File: config.mk
export PLATFORM = sky130hd
export DESIGN_NAME = decode_arbiter_8
export DESIGN_NICKNAME = d
export VERILOG_FILES = /design/src/rtl/decode_arbiter_8.sv
export SDC_FILE = /design/constraint.sdc
export NUM_CORES = 1
export LEC_CHECK = 0
export CAP_MARGIN = 20
export CORE_AREA = 2 2 68 70
export DETAILED_ROUTE_END_ITERATION = 6
export DIE_AREA = 0 0 70 72
export HOLD_SLACK_MARGIN = 0.08
export PLACE_DENSITY = 0.65
export SYNTH_ARGS = -nofsm -noshare
export SYNTH_HDL_FRONTEND = slang
export SYNTH_SLANG_ARGS = --single-unit
File: constraint.sdc
create_clock -name clk -period 3.9 [get_ports clk]
set_input_delay 0.39 -clock clk [delete_from_list [all_inputs] [get_ports clk]]
set_output_delay 0.39 -clock clk [all_outputs]
set_load 0.03 [all_outputs]
File: src/rtl/decode_arbiter_8.sv
// decode_arbiter_8 -- round-robin 8-way arbiter with active-low one-hot (3-to-8 decoder style) grant.
// Optional grant timer enabled by macro DECODE_ARB_TIMEOUT_EN. Rev 1.0
`default_nettype none

module decode_arbiter_8 #(
  parameter int TIMEOUT_CYCLES = 16
) (
  input  logic       clk,
  input  logic       rst_n,
  input  logic [7:0] req,
  output logic [7:0] gnt_n,
  output logic [2:0] gnt_idx,
  output logic       gnt_valid,
  output logic       timeout
);

  typedef enum logic [1:0] {
    IDLE    = 2'd0,
    GRANT   = 2'd1,
    RELEASE = 2'd2
  } state_t;

  state_t     state, state_nx;
  logic [2:0] ptr, ptr_nx;
  logic [7:0] gnt_n_nx;
  logic [2:0] gnt_idx_nx;
  logic       gnt_valid_nx;
  logic [2:0] pick;
  logic [2:0] cand;
  logic       expired;

  if (TIMEOUT_CYCLES < 2 || TIMEOUT_CYCLES > 255) begin : g_bad_timeout
    $error("decode_arbiter_8: TIMEOUT_CYCLES must be in 2..255");
  end

  // Scan downward so the requester closest above ptr is the last one written.
  always_comb begin
    pick = ptr;
    cand = '0;
    for (int i = 7; i >= 0; i--) begin
      cand = ptr + 3'(i);
      if (req[cand]) pick = cand;
    end
  end

`ifdef DECODE_ARB_TIMEOUT_EN
  logic [7:0] hold_cnt;

  assign expired = (hold_cnt == 8'(TIMEOUT_CYCLES));

  // Count equals the number of cycles the current grant has been visible.
  always_ff @(posedge clk or negedge rst_n) begin
    if (!rst_n) begin
      hold_cnt <= 8'd0;
      timeout  <= 1'b0;
    end else begin
      timeout <= (state == GRANT) && req[gnt_idx] && expired;
      if (state == IDLE && req != 8'd0)
        hold_cnt <= 8'd1;
      else if (state == GRANT)
        hold_cnt <= hold_cnt + 8'd1;
      else
        hold_cnt <= 8'd0;
    end
  end
`else
  assign expired = 1'b0;
  assign timeout = 1'b0;
`endif

  always_comb begin
    state_nx     = state;
    ptr_nx       = ptr;
    gnt_n_nx     = gnt_n;
    gnt_idx_nx   = gnt_idx;
    gnt_valid_nx = gnt_valid;
    case (state)
      IDLE: begin
        if (req != 8'd0) begin
          state_nx     = GRANT;
          gnt_n_nx     = ~(8'h01 << pick);
          gnt_idx_nx   = pick;
          gnt_valid_nx = 1'b1;
        end
      end
      GRANT: begin
        // A dropped request wins over an expiring timer: that is a normal release.
        if (!req[gnt_idx] || expired) begin
          state_nx     = RELEASE;
          ptr_nx       = gnt_idx + 3'd1;
          gnt_n_nx     = 8'hFF;
          gnt_idx_nx   = 3'd0;
          gnt_valid_nx = 1'b0;
        end
      end
      RELEASE: begin
        state_nx = IDLE;
      end
      default: begin
        state_nx     = IDLE;
        gnt_n_nx     = 8'hFF;
        gnt_idx_nx   = 3'd0;
        gnt_valid_nx = 1'b0;
      end
    endcase
  end

  always_ff @(posedge clk or negedge rst_n) begin
    if (!rst_n) begin
      state     <= IDLE;
      ptr       <= 3'd0;
      gnt_n     <= 8'hFF;
      gnt_idx   <= 3'd0;
      gnt_valid <= 1'b0;
    end else begin
      state     <= state_nx;
      ptr       <= ptr_nx;
      gnt_n     <= gnt_n_nx;
      gnt_idx   <= gnt_idx_nx;
      gnt_valid <= gnt_valid_nx;
    end
  end

endmodule

`default_nettype wire

# [After elaboration in Yosys (flattened, before gate mapping)]
# Index checks and enable logic that the tools add are counted.
[word_totals] regBits=17 inputBits=10 out_inout_bits=13 word_cells=73
[op_classes] addsub=8 n_lt_le_gt_ge=9 n_eq_ne=4 shift=1 n_mux=38 bitwise=3 reduce_logical=5
[ops] op="< comparator 3 x 4 -> 1 bit, second input constant" n=9
[ops] op="two-way mux 3 bit" n=10
[ops] op="binary-select mux 1 bit (select 3 bit)" n=9
[ops] op="one-hot mux 8 bit (3 select lines)" n=1
[ops] op="two-way mux 8 bit" n=2
[ops] op="adder 3 bit, second input constant" n=4
[ops] op="two-way mux 1 bit" n=11
[ops] op="one-hot mux 3 bit (3 select lines)" n=1
[ops] op="NOT 8 bit" n=1
[ops] op="nonzero test 8 bit" n=1
[ops] op="left shift 1 x 3 -> 8 bit, first input constant" n=1
[ops] op="adder 3 x 1 -> 3 bit, second input constant" n=2
[ops] op="adder 3 x 2 -> 3 bit, second input constant" n=2
[ops] op="two-way mux 2 bit" n=2
[ops] op="inequality test 2 bit, second input constant" n=2
[ops] op="one-hot mux 2 bit (2 select lines)" n=1
[ops] op="AND reduction 2 bit" n=2
[ops] op="one-hot mux 1 bit (3 select lines)" n=1
[ops] op="AND reduction 3 bit" n=1
[ops] op="== test 2 x 1 -> 1 bit, second input constant" n=1
[ops] op="== test 2 bit, second input constant" n=1
[ops] op="logical NOT 2 bit" n=1
[ops] op="NOT 1 bit" n=2

# [Longest topological paths before layout]
# Gate-level depths: netlist of the first run.
[depth] ltp_word=15 mapped_depth=14 depth_no_buf=9

# [Worst setup path after synthesis of the first run]
# No wires, ideal clock.
[synth_timing] kind="reg2reg" startpoint="register ptr[1]" endpoint="register gnt_n[6]" setup_time_ps=96 t_arrival_ps=3102 t_required_ps=3804 slack_ps=701 stages_incl_launch_ff=15 n_path_buf=5 period_less_slack_ps=3199 path_cell_list="dfrtp_1 buf_2 buf_6 buf_2 clkinv_1 ha_1 buf_4 buf_6 mux4_2 mux2i_1 nor2_1 a211o_1 a22o_1 nor3b_2 a31oi_1"
[synth_via] elab_chain_cells=15 elab_cells_between_ends=35 classes_between="add/sub (7); shift (1); mux (26); bitwise (1)"
[synth_lines] element="start: declaration" line="24" text="logic [2:0] ptr, ptr_nx;"
[synth_lines] element="start signal: assignment" line="117" text="ptr <= ptr_nx;"
[synth_lines] element="adder 3 bit" line="41" text="cand = ptr + 3'(i);"
[synth_lines] element="binary-select mux 1 bit (select 3 bit)" line="42" text="if (req[cand]) pick = cand;"
[synth_lines] element="two-way mux 1 bit (not written as such)" line="42"
[synth_lines] element="two-way mux 3 bit (7 in a row)" line="42"
[synth_lines] element="two-way mux 3 bit *" line="42"
[synth_lines] element="left shift 1 x 3 -> 8 bit *" line="81" text="gnt_n_nx = ~(8'h01 << pick);"
[synth_lines] element="NOT 8 bit *" line="81"
[synth_lines] element="two-way mux 8 bit *" line="79" text="if (req != 8'd0) begin"
[synth_lines] element="one-hot mux 8 bit (3 select lines) *" line="77" text="case (state)"
[synth_lines] element="end signal: assignment" line="118" text="gnt_n <= gnt_n_nx;"
[synth_lines] element="end: declaration" line="11" text="output logic [7:0] gnt_n,"
# Every way passes the cells marked *; elsewhere a longest branch is shown, timed or not. The select of a mux whose other input is x is not followed.
# A chain may end at the register's enable or synchronous reset.

# [Worst setup path after layout of the first run]
[layout_timing] startpoint="register ptr[0]" endpoint="register gnt_n[6]"
# The elaborated chain is that of the path after synthesis.

==> results.toml, run 1 <==
[synthesis]
async_flop_share_pct = 100
synth-seq-area-share_pct = 23.2
syn_avg_cell_area_um2 = 10.7
synth-seq-cells = 17
synth_fp_nets = 188
synth_warnings = 0
ys_types = 57
synth_area_um2 = 1870
synth_cells = 175
synth_flop_cell = "dfrtp_1"
synth-edff-count = 0

[route]
ant_nets = 0
route.final.wire_length_um = 4420
drtPass1Iterations = 4
route.detailed.drc = 0
via_per_inst = 6.54
routedWlPerCell_um = 18.7
drt_iter0_markers = 130
via_count = 1544

[sta]
setup_viol = 0
fin_tns_setup_ns = 0
final_hold_viol_count = 0
worst_slew_pin_slew_ns = 0.745
relSlewSlack_pct = 50.1
drv_slew = 0
fin_worst_skew_ns = 0.00334
fmax_ghz = 0.309
rsz0062_at_grt = "false"
fin_crit_sh_pct = 83.0
whs_ns = 0.482
fin_crit_ns = 3.24

[worst_setup_path]
cp_data_arrival_time_ns = 3.40
path_class = "register to register"
r2r_end = "gnt_n[6]"
reg2reg_from = "ptr[0]"
crit_path_start_kind = "register"
rr_worst_depth = 9
critPathCaptureType = "register"
max_stage_delay_ns = 0.72
worstPathRequired_ns = 4.06
worstSetupEndpoint = "gnt_n[6]"
cp_slowest_cell = "ha_1"
critPathLaunch = "ptr[0]"
reg2reg_setup_slack_ns = 0.66
path_cells = "inv_8 -> ha_1 -> mux4_2 -> mux2i_1 -> nor2_1 -> a211o_1 -> a22o_1 -> nor3b_2 -> a31oi_1"
crit_fanout = 16

[placed_design]
io_buffers = 21
dp_hpwl_um = 3240
gp_congestion = 1.01

[clocking]
post_cts_buffers = 0
cts_buffers = 3
clock_latency_ns = 0.25
ctsLongestPathBuffers = 2
htree_levels = 1
clkSinkCount = 17
cts_tree = "built"
path_clk_slew_ns = 0.07
cts_resized = 0
postCtsHoldBufs = 0
cts-root-buf = "clkbuf_8"

[floorplanning]
pin_count = 23
core_um2 = 4260
die_area_um2 = 5040
row_count = 24
initial_core_util_pct = 44.0
die_w_um = 70
die_h_um = 72

[layout]
fin_nets = 198
drive_gt1_share_pct = 22.8
diodes = 0
nFillCells = 398
syn_to_final_growth_pct = 11.5

[outcome]
status = "finished, final reports clean"

[run]
timing.max_cap.violations = 0

[grt]
antenna_found_initial = 0
grt_pass1_vias = 1510
grt-ovfl-total = 0
grt_pass1_wl_um = 7410
track_usage_pct = 18.1
grt_max_degree = 24

[hold_path]
hp-class = "register to register"
-- flip-flops by register name (all words and copies together), names as in the netlist --
register   cells
gnt_n          8
gnt_idx        3
ptr            3
state          2
gnt_valid      1
-- final cells by class --
type	count	area [µm²]	share of cell area (%)
Clock buffer	3	41.3	1.98
Sequential cell	17	435	20.8
Inverter	9	41.3	1.98
Tap cell	52	65.1	3.11
Multi-Input combinational cell	130	1270	60.7
Clock inverter	1	5.00	0.240
Timing Repair Buffer	24	233	11.1
-- Yosys cell counts, types with 4 or more instances --
cell | number | share of area (%)
mux4_2 | 11 | 13
a31oi_1 | 6 | 2.0
mux2_2 | 5 | 3.0
xnor2_1 | 4 | 1.9
nand2_1 | 12 | 2.4
nor2_1 | 12 | 2.4
dfstp_2 | 8 | 11
mux4_1 | 7 | 9.8
buf_2 | 6 | 1.6
a21oi_1 | 9 | 2.4
o32a_1 | 4 | 2.1
inv_1 | 6 | 1.2
mux2i_1 | 12 | 6.4
dfrtp_1 | 9 | 12
-- cells by family (layout without fill, tap and decap cells) --
logic type | count (synthesis) | after routing | synth area share, %
other | 1 | 1 | 0.200
and+or+nand+nor | 39 | 39 | 10.3
xor gates and xnor gates | 6 | 6 | 2.80
AOI/OAI and AO/OA | 45 | 45 | 19.3
muxes | 36 | 36 | 33.0
buffers and inverters | 28 | 37 | 9.08
adders and majority gates | 3 | 3 | 2.00
DFF | 17 | 17 | 23.2
-- how the worst min path moves through the flow --
stage / startpoint / to / depth (start not counted)
finish: gnt_valid / gnt_valid / 1
global route: gnt_n[7] / gnt_n[7] / 2
CTS: gnt_valid / gnt_valid / 1
detailed placement: gnt_valid / gnt_valid / 1
global placement: gnt_valid / gnt_valid / 1
floorplan: rst_n / gnt_idx[0] / 0
-- worst max-delay path: cells and delay by family, from the launching register on --
family                   cells  cell delay (ns)
buffers and inverters        1             0.06
AO/OA/AOI/OAI                3             0.64
multiplexers                 2             0.85
flip-flops                   1             0.44
adder cells (fa/ha/maj)      1             0.72
AND/OR/NAND/NOR              2             0.44
-- metal layers --
| layer | vias to the layer above | share of wire, % | global-route usage (%) |
|---|---|---|---|
| li1 | 706 | - | - |
| met4 | 0 | 0.61 | 4.06 |
| met5 | - | 0 | 0 |
| met1 | 781 | 44 | 24.8 |
| met2 | 53 | 50 | 30.7 |
| met3 | 4 | 4.8 | 2.50 |
-- layout by cell type, fill, tap and decap left out, types with 2 or more instances in the layout --
cell type         n
a21o_1            3
a21oi_1           9
a221oi_1          2
a22o_1            2
a22oi_1           2
a31oi_1           6
buf_4             3
clkbuf_8          3
clkdlybuf4s50_1  21
dfrtp_1           9
dfstp_2           8
ha_1              3
inv_1             6
mux2_2            5
mux2i_1          12
mux4_1            7
mux4_2           11
nand2_1          12
nand3_1           2
nand3b_1          2
nor2_1           12
nor3_1            2
o2111ai_1         2
o21ai_0           2
o32a_1            4
or4_1             2
xnor2_1           4
xor2_1            2
-- metrics by stage --
step	utilization, %	worst slack (ns)	area [µm²]	instances
2_1_floorplan	-	0.701	1870	175
3_3_place_gp	47.9	0.782	2040	232
3_5_place_dp	47.9	0.696	2040	232
4_1_cts	49.0	0.703	2090	236
5_1_grt	49.0	0.487	2090	236
6_report	49.0	0.662	2090	236
Power of run 1 is not shown: default switching activity piles up to over one toggle a cycle in this logic, so the estimate is an artifact.
==> inputs of run 2 (changes only) <==
==> constraint.sdc (replaced) <==
create_clock -name clk -period 3.2 [get_ports clk]
set_input_delay 0.32 -clock clk [delete_from_list [all_inputs] [get_ports clk]]
set_output_delay 0.32 -clock clk [all_outputs]
set_load 0.03 [all_outputs]
==> run 2 against run 1 <==
Worst setup slack got worse by 0.45 ns. Wire length rose by 4.2%. Sequential share of layout area fell by 0.22 points. Core utilization rose by 0.53 points. First-iteration DRC count fell by 37%. Clock skew rose by 0.0046 ns. Die area did not move. Register-to-register slack got worse by 0.45 ns. Flip-flop and latch count did not move. Count of clock-buffer cells in the layout did not move. Via count fell by 0.58%.
==> results.toml, run 2 (synthesis gave the netlist of run 1 again) <==
[outcome]
status = "finished, final reports clean"

[clocking]
htree_levels = 1
clock_latency_ns = 0.25
cts_tree = "built"
post_cts_buffers = 0
path_clk_slew_ns = 0.07
cts_buffers = 3
cts-root-buf = "clkbuf_8"
postCtsHoldBufs = 0
clkSinkCount = 17
cts_resized = 0
ctsLongestPathBuffers = 2

[floorplanning]
row_count = 24
initial_core_util_pct = 44.0
core_um2 = 4260
die_area_um2 = 5040
die_w_um = 70
pin_count = 23
die_h_um = 72

[layout]
drive_gt1_share_pct = 24.1
final_cell_count_no_fill = 239
regMostFlops = "gnt_n"
largest_reg_flops = 8
fin_nets = 201
final_common_cell = "clkdlybuf4s50_1"
diodes = 0
top_regs = "gnt_n: 8 flops, gnt_idx: 3 flops, ptr: 3 flops"
syn_to_final_growth_pct = 12.7
layout_common_cells = "clkdlybuf4s50_1 (21), mux2i_1 (12), nor2_1 (12), nand2_1 (12), mux4_2 (11)"

[sta]
fmax_ghz = 0.335
final_hold_viol_count = 0
fin_crit_ns = 2.98
whs_ns = 0.488
fin_tns_setup_ns = 0
fin_crit_sh_pct = 93.3
setup_viol = 0
rsz0062_at_grt = "false"
relSlewSlack_pct = 49.2
worst_slew_pin_slew_ns = 0.760
fin_worst_skew_ns = 0.00795
drv_slew = 0

[worst_setup_path]
crit_fanout = 15
rr_worst_depth = 10
critPathCaptureType = "register"
cp_data_arrival_time_ns = 3.17
worstPathRequired_ns = 3.38
path_class = "register to register"
crit_path_start_kind = "register"

[grt]
grt_max_degree = 24
antenna_found_initial = 0
grt-ovfl-total = 0
grt_pass1_vias = 1491
track_usage_pct = 19.2
grt_pass1_wl_um = 7650

[route]
drt_iter0_markers = 82
route.detailed.drc = 0
via_count = 1535
ant_nets = 0
via_per_inst = 6.42
route.final.wire_length_um = 4610
drtPass1Iterations = 4
routedWlPerCell_um = 19.3

[hold_path]
hold_path_depth = 1
hp-class = "register to register"

[placed_design]
dp.cells = 235
dp_hpwl_um = 3350
io_buffers = 21
gp_congestion = 0.941

[run]
timing.max_cap.violations = 0
[run 2: cell types whose count changed in the layout (fill, tap and decap cells not counted), sizes merged]
cell / delta
buf: +3
[run 2: worst max-delay path, stage by stage, from the launching register on]
cell and delay, ns:
dfrtp_1 0.44, inv_8 0.07, ha_1 0.32, buf_4 0.22, mux2i_1 0.14, mux4_2 0.54
a211oi_2 0.30, o221ai_2 0.15, a21oi_2 0.21, xnor2_1 0.18, o32a_1 0.37
[run 2: stage by stage]
step	worst slack (ns)	cell area, µm²	utilization [%]
after floorplan	0.00135	1870	-
after global placement	0.213	2070	48.4
after detailed placement	0.150	2070	48.4
after CTS	0.213	2110	49.5
after global routing	0.109	2110	49.5
final	0.215	2110	49.5
[run 2: area by class of cell]
| type | count | area (µm²) |
|---|---|---|
| multi-input cells | 130 | 1270 |
| fillers | 383 | 2150 |
| flip-flops and latches | 17 | 435 |
| clock inverters | 1 | 5.00 |
| clock buffers | 3 | 41.3 |
| inverters | 9 | 41.3 |
| well taps | 52 | 65.1 |
| repair buffers | 27 | 255 |
[run 2: path summary, 6_finish.rpt]
kind | start | end | slack (ns)
setup / recovery | ptr[0] | gnt_n[0] | 0.22
hold / removal | gnt_valid | gnt_valid | 0.49
hold reg to reg | gnt_valid | gnt_valid | 0.49
max in group asynchronous | rst_n | state[0] | 2.21
setup reg to reg | ptr[0] | gnt_n[0] | 0.22
min in group asynchronous | rst_n | gnt_valid | 0.51
[run 2: per-layer routing]
metal,vias to the layer above,GRT usage (%),part of all wire (%)
li1,712,-,-
met1,764,27.2,45
met2,49,29.5,50
met3,10,3.06,3.5
met4,0,7.91,2.1
met5,-,0,0
Power of run 2 is left out for the same reason.
==> inputs of run 3 (changes only) <==
--- a/config.mk
+++ b/config.mk
@@ -6,11 +6,11 @@
 export NUM_CORES = 1
 export LEC_CHECK = 0
 export CAP_MARGIN = 20
-export CORE_AREA = 2 2 68 70
+export CORE_AREA = 8 8 91 52
 export DETAILED_ROUTE_END_ITERATION = 6
-export DIE_AREA = 0 0 70 72
+export DIE_AREA = 0 0 99 60
 export HOLD_SLACK_MARGIN = 0.08
-export PLACE_DENSITY = 0.65
+export PLACE_DENSITY = 0.79
 export SYNTH_ARGS = -nofsm -noshare
 export SYNTH_HDL_FRONTEND = slang
 export SYNTH_SLANG_ARGS = --single-unit
==> run 3 against run 2 <==
Sequential share of layout area up 0.074 points. Flip-flop and latch count unchanged. Cell count down 2.9%. Maximum frequency down 0.98%. Critical path depth down 1. Core utilization up 9.2 points. Critical path type unchanged.
==> results.toml, run 3 (synthesis gave the netlist of run 1 again) <==
[outcome]
status = "finished, final reports clean"

[floorplanning]
die_w_um = 99
row_count = 16
die_area_um2 = 5940
die_h_um = 60
initial_core_util_pct = 52.3
pin_count = 23
core_um2 = 3580

[layout]
final-seq-area_um2 = 435
largest_reg_flops = 8
drive_gt1_share_pct = 24.1
multiInputGateArea_um2 = 1270
fin_nets = 201
diodes = 0
final_common_cell = "clkdlybuf4s50_1"
stdcell_area_um2 = 2100
nFillCells = 296
syn_to_final_growth_pct = 12.3
layout_common_cells = "clkdlybuf4s50_1 (21), mux2i_1 (12), nor2_1 (12), nand2_1 (12), mux4_2 (11)"
regMostFlops = "gnt_n"
top_regs = "gnt_n: 8 flops, gnt_idx: 3 flops, ptr: 3 flops"

[grt]
track_usage_pct = 17.4
grt_pass1_vias = 1450
gr-usage-met2_pct = 26.0
grt_max_degree = 24
grt_busiest_layer = "met2"
antenna_found_initial = 0
met3_usage_pct = 2.09
met1_usage_pct = 25.7
grt_pass1_wl_um = 8070
grt-ovfl-total = 0

[route]
drtPass1Iterations = 4
via_count = 1545
ant_nets = 0
routedWlPerCell_um = 21.1
drt_iter0_markers = 169
route.detailed.drc = 0
route.final.wire_length_um = 4900
via_per_inst = 6.66

[clocking]
cts-root-buf = "clkbuf_8"
ctsLongestPathBuffers = 2
cts_tree = "built"
clkSinkCount = 17
cts_buffers = 3
post_cts_buffers = 0
htree_levels = 1
path_clk_slew_ns = 0.06
clock_latency_ns = 0.25

[placed_design]
io_buffers = 21
gp_congestion = 0.947
dp_hpwl_um = 3760
placed_cell_area_um2 = 2060

[sta]
relSlewSlack_pct = 49.6
final_hold_viol_count = 0
fmax_ghz = 0.332
worst_slew_pin_slew_ns = 0.753
drv_slew = 0
fin_crit_sh_pct = 94.2
fin_crit_ns = 3.01
fin_tns_setup_ns = 0
rsz0062_at_grt = "false"
fin_worst_skew_ns = 0.00181
setup_viol = 0

[worst_setup_path]
worstSetupEndpoint = "gnt_n[1]"
reg2reg_from = "ptr[1]"
worstPathRequired_ns = 3.38
r2r_end = "gnt_n[1]"
reg2reg_setup_slack_ns = 0.19
crit_path_start_kind = "register"
critPathLaunch = "ptr[1]"
rr_worst_depth = 9
crit_fanout = 11
path_class = "register to register"
critPathCaptureType = "register"
cp_data_arrival_time_ns = 3.19

[run]
timing.max_cap.violations = 0

[hold_path]
hp-class = "register to register"
## run 3: stage by stage
stage          worst slack (ns)  hold WS, ns  cells  utilization, %
2_1_floorplan           0.00135       0.0244    175               -
3_3_place_gp              0.226        0.466    228            57.4
3_5_place_dp              0.109        0.470    228            57.4
4_1_cts                  0.0919        0.484    232            58.7
5_1_grt                 0.00514        0.520    232            58.7
6_report                  0.186        0.483    232            58.7
## run 3: layout make-up
cell class | instances | share of cell area, %
multi-input cells | 130 | 60.4
flip-flops and latches | 17 | 20.7
repair buffers | 27 | 12.1
well taps | 45 | 2.68
clock buffers | 4 | 2.14
inverters | 9 | 1.96
## run 3: per-layer routing
metal  part of all wire (%)  up-vias
li1                       -      702
met1                     48      791
met2                     45       45
met3                    6.6        7
met4                   0.88        0
met5                      0        -
## run 3: worst min path at each step
stage | startpoint | end | slack [ns] | cells after the start
after global routing | gnt_n[7] | gnt_n[7] | 0.52 | 2
final | gnt_valid | gnt_valid | 0.48 | 1
after global placement | gnt_valid | gnt_valid | 0.47 | 1
after CTS | gnt_valid | gnt_valid | 0.48 | 1
after floorplan | rst_n | gnt_idx[0] | 0.02 | 0
after detailed placement | gnt_valid | gnt_valid | 0.47 | 1
## run 3: timing repair
action	4_1_cts	5_1_grt
gates resized for setup	0	1
hold buffers	0	0
setup endpoints to repair	0	7
## run 3: critical path, stage by stage (launching register included)
cell,delay (ns)
dfrtp_1,0.37
clkinv_1,0.13
ha_2,0.53
buf_4,0.21
mux4_1,0.36
a22oi_1,0.30
nor2_1,0.09
a311oi_1,0.41
o31ai_4,0.16
o32a_1,0.37
Power of run 3 is left out for the same reason.
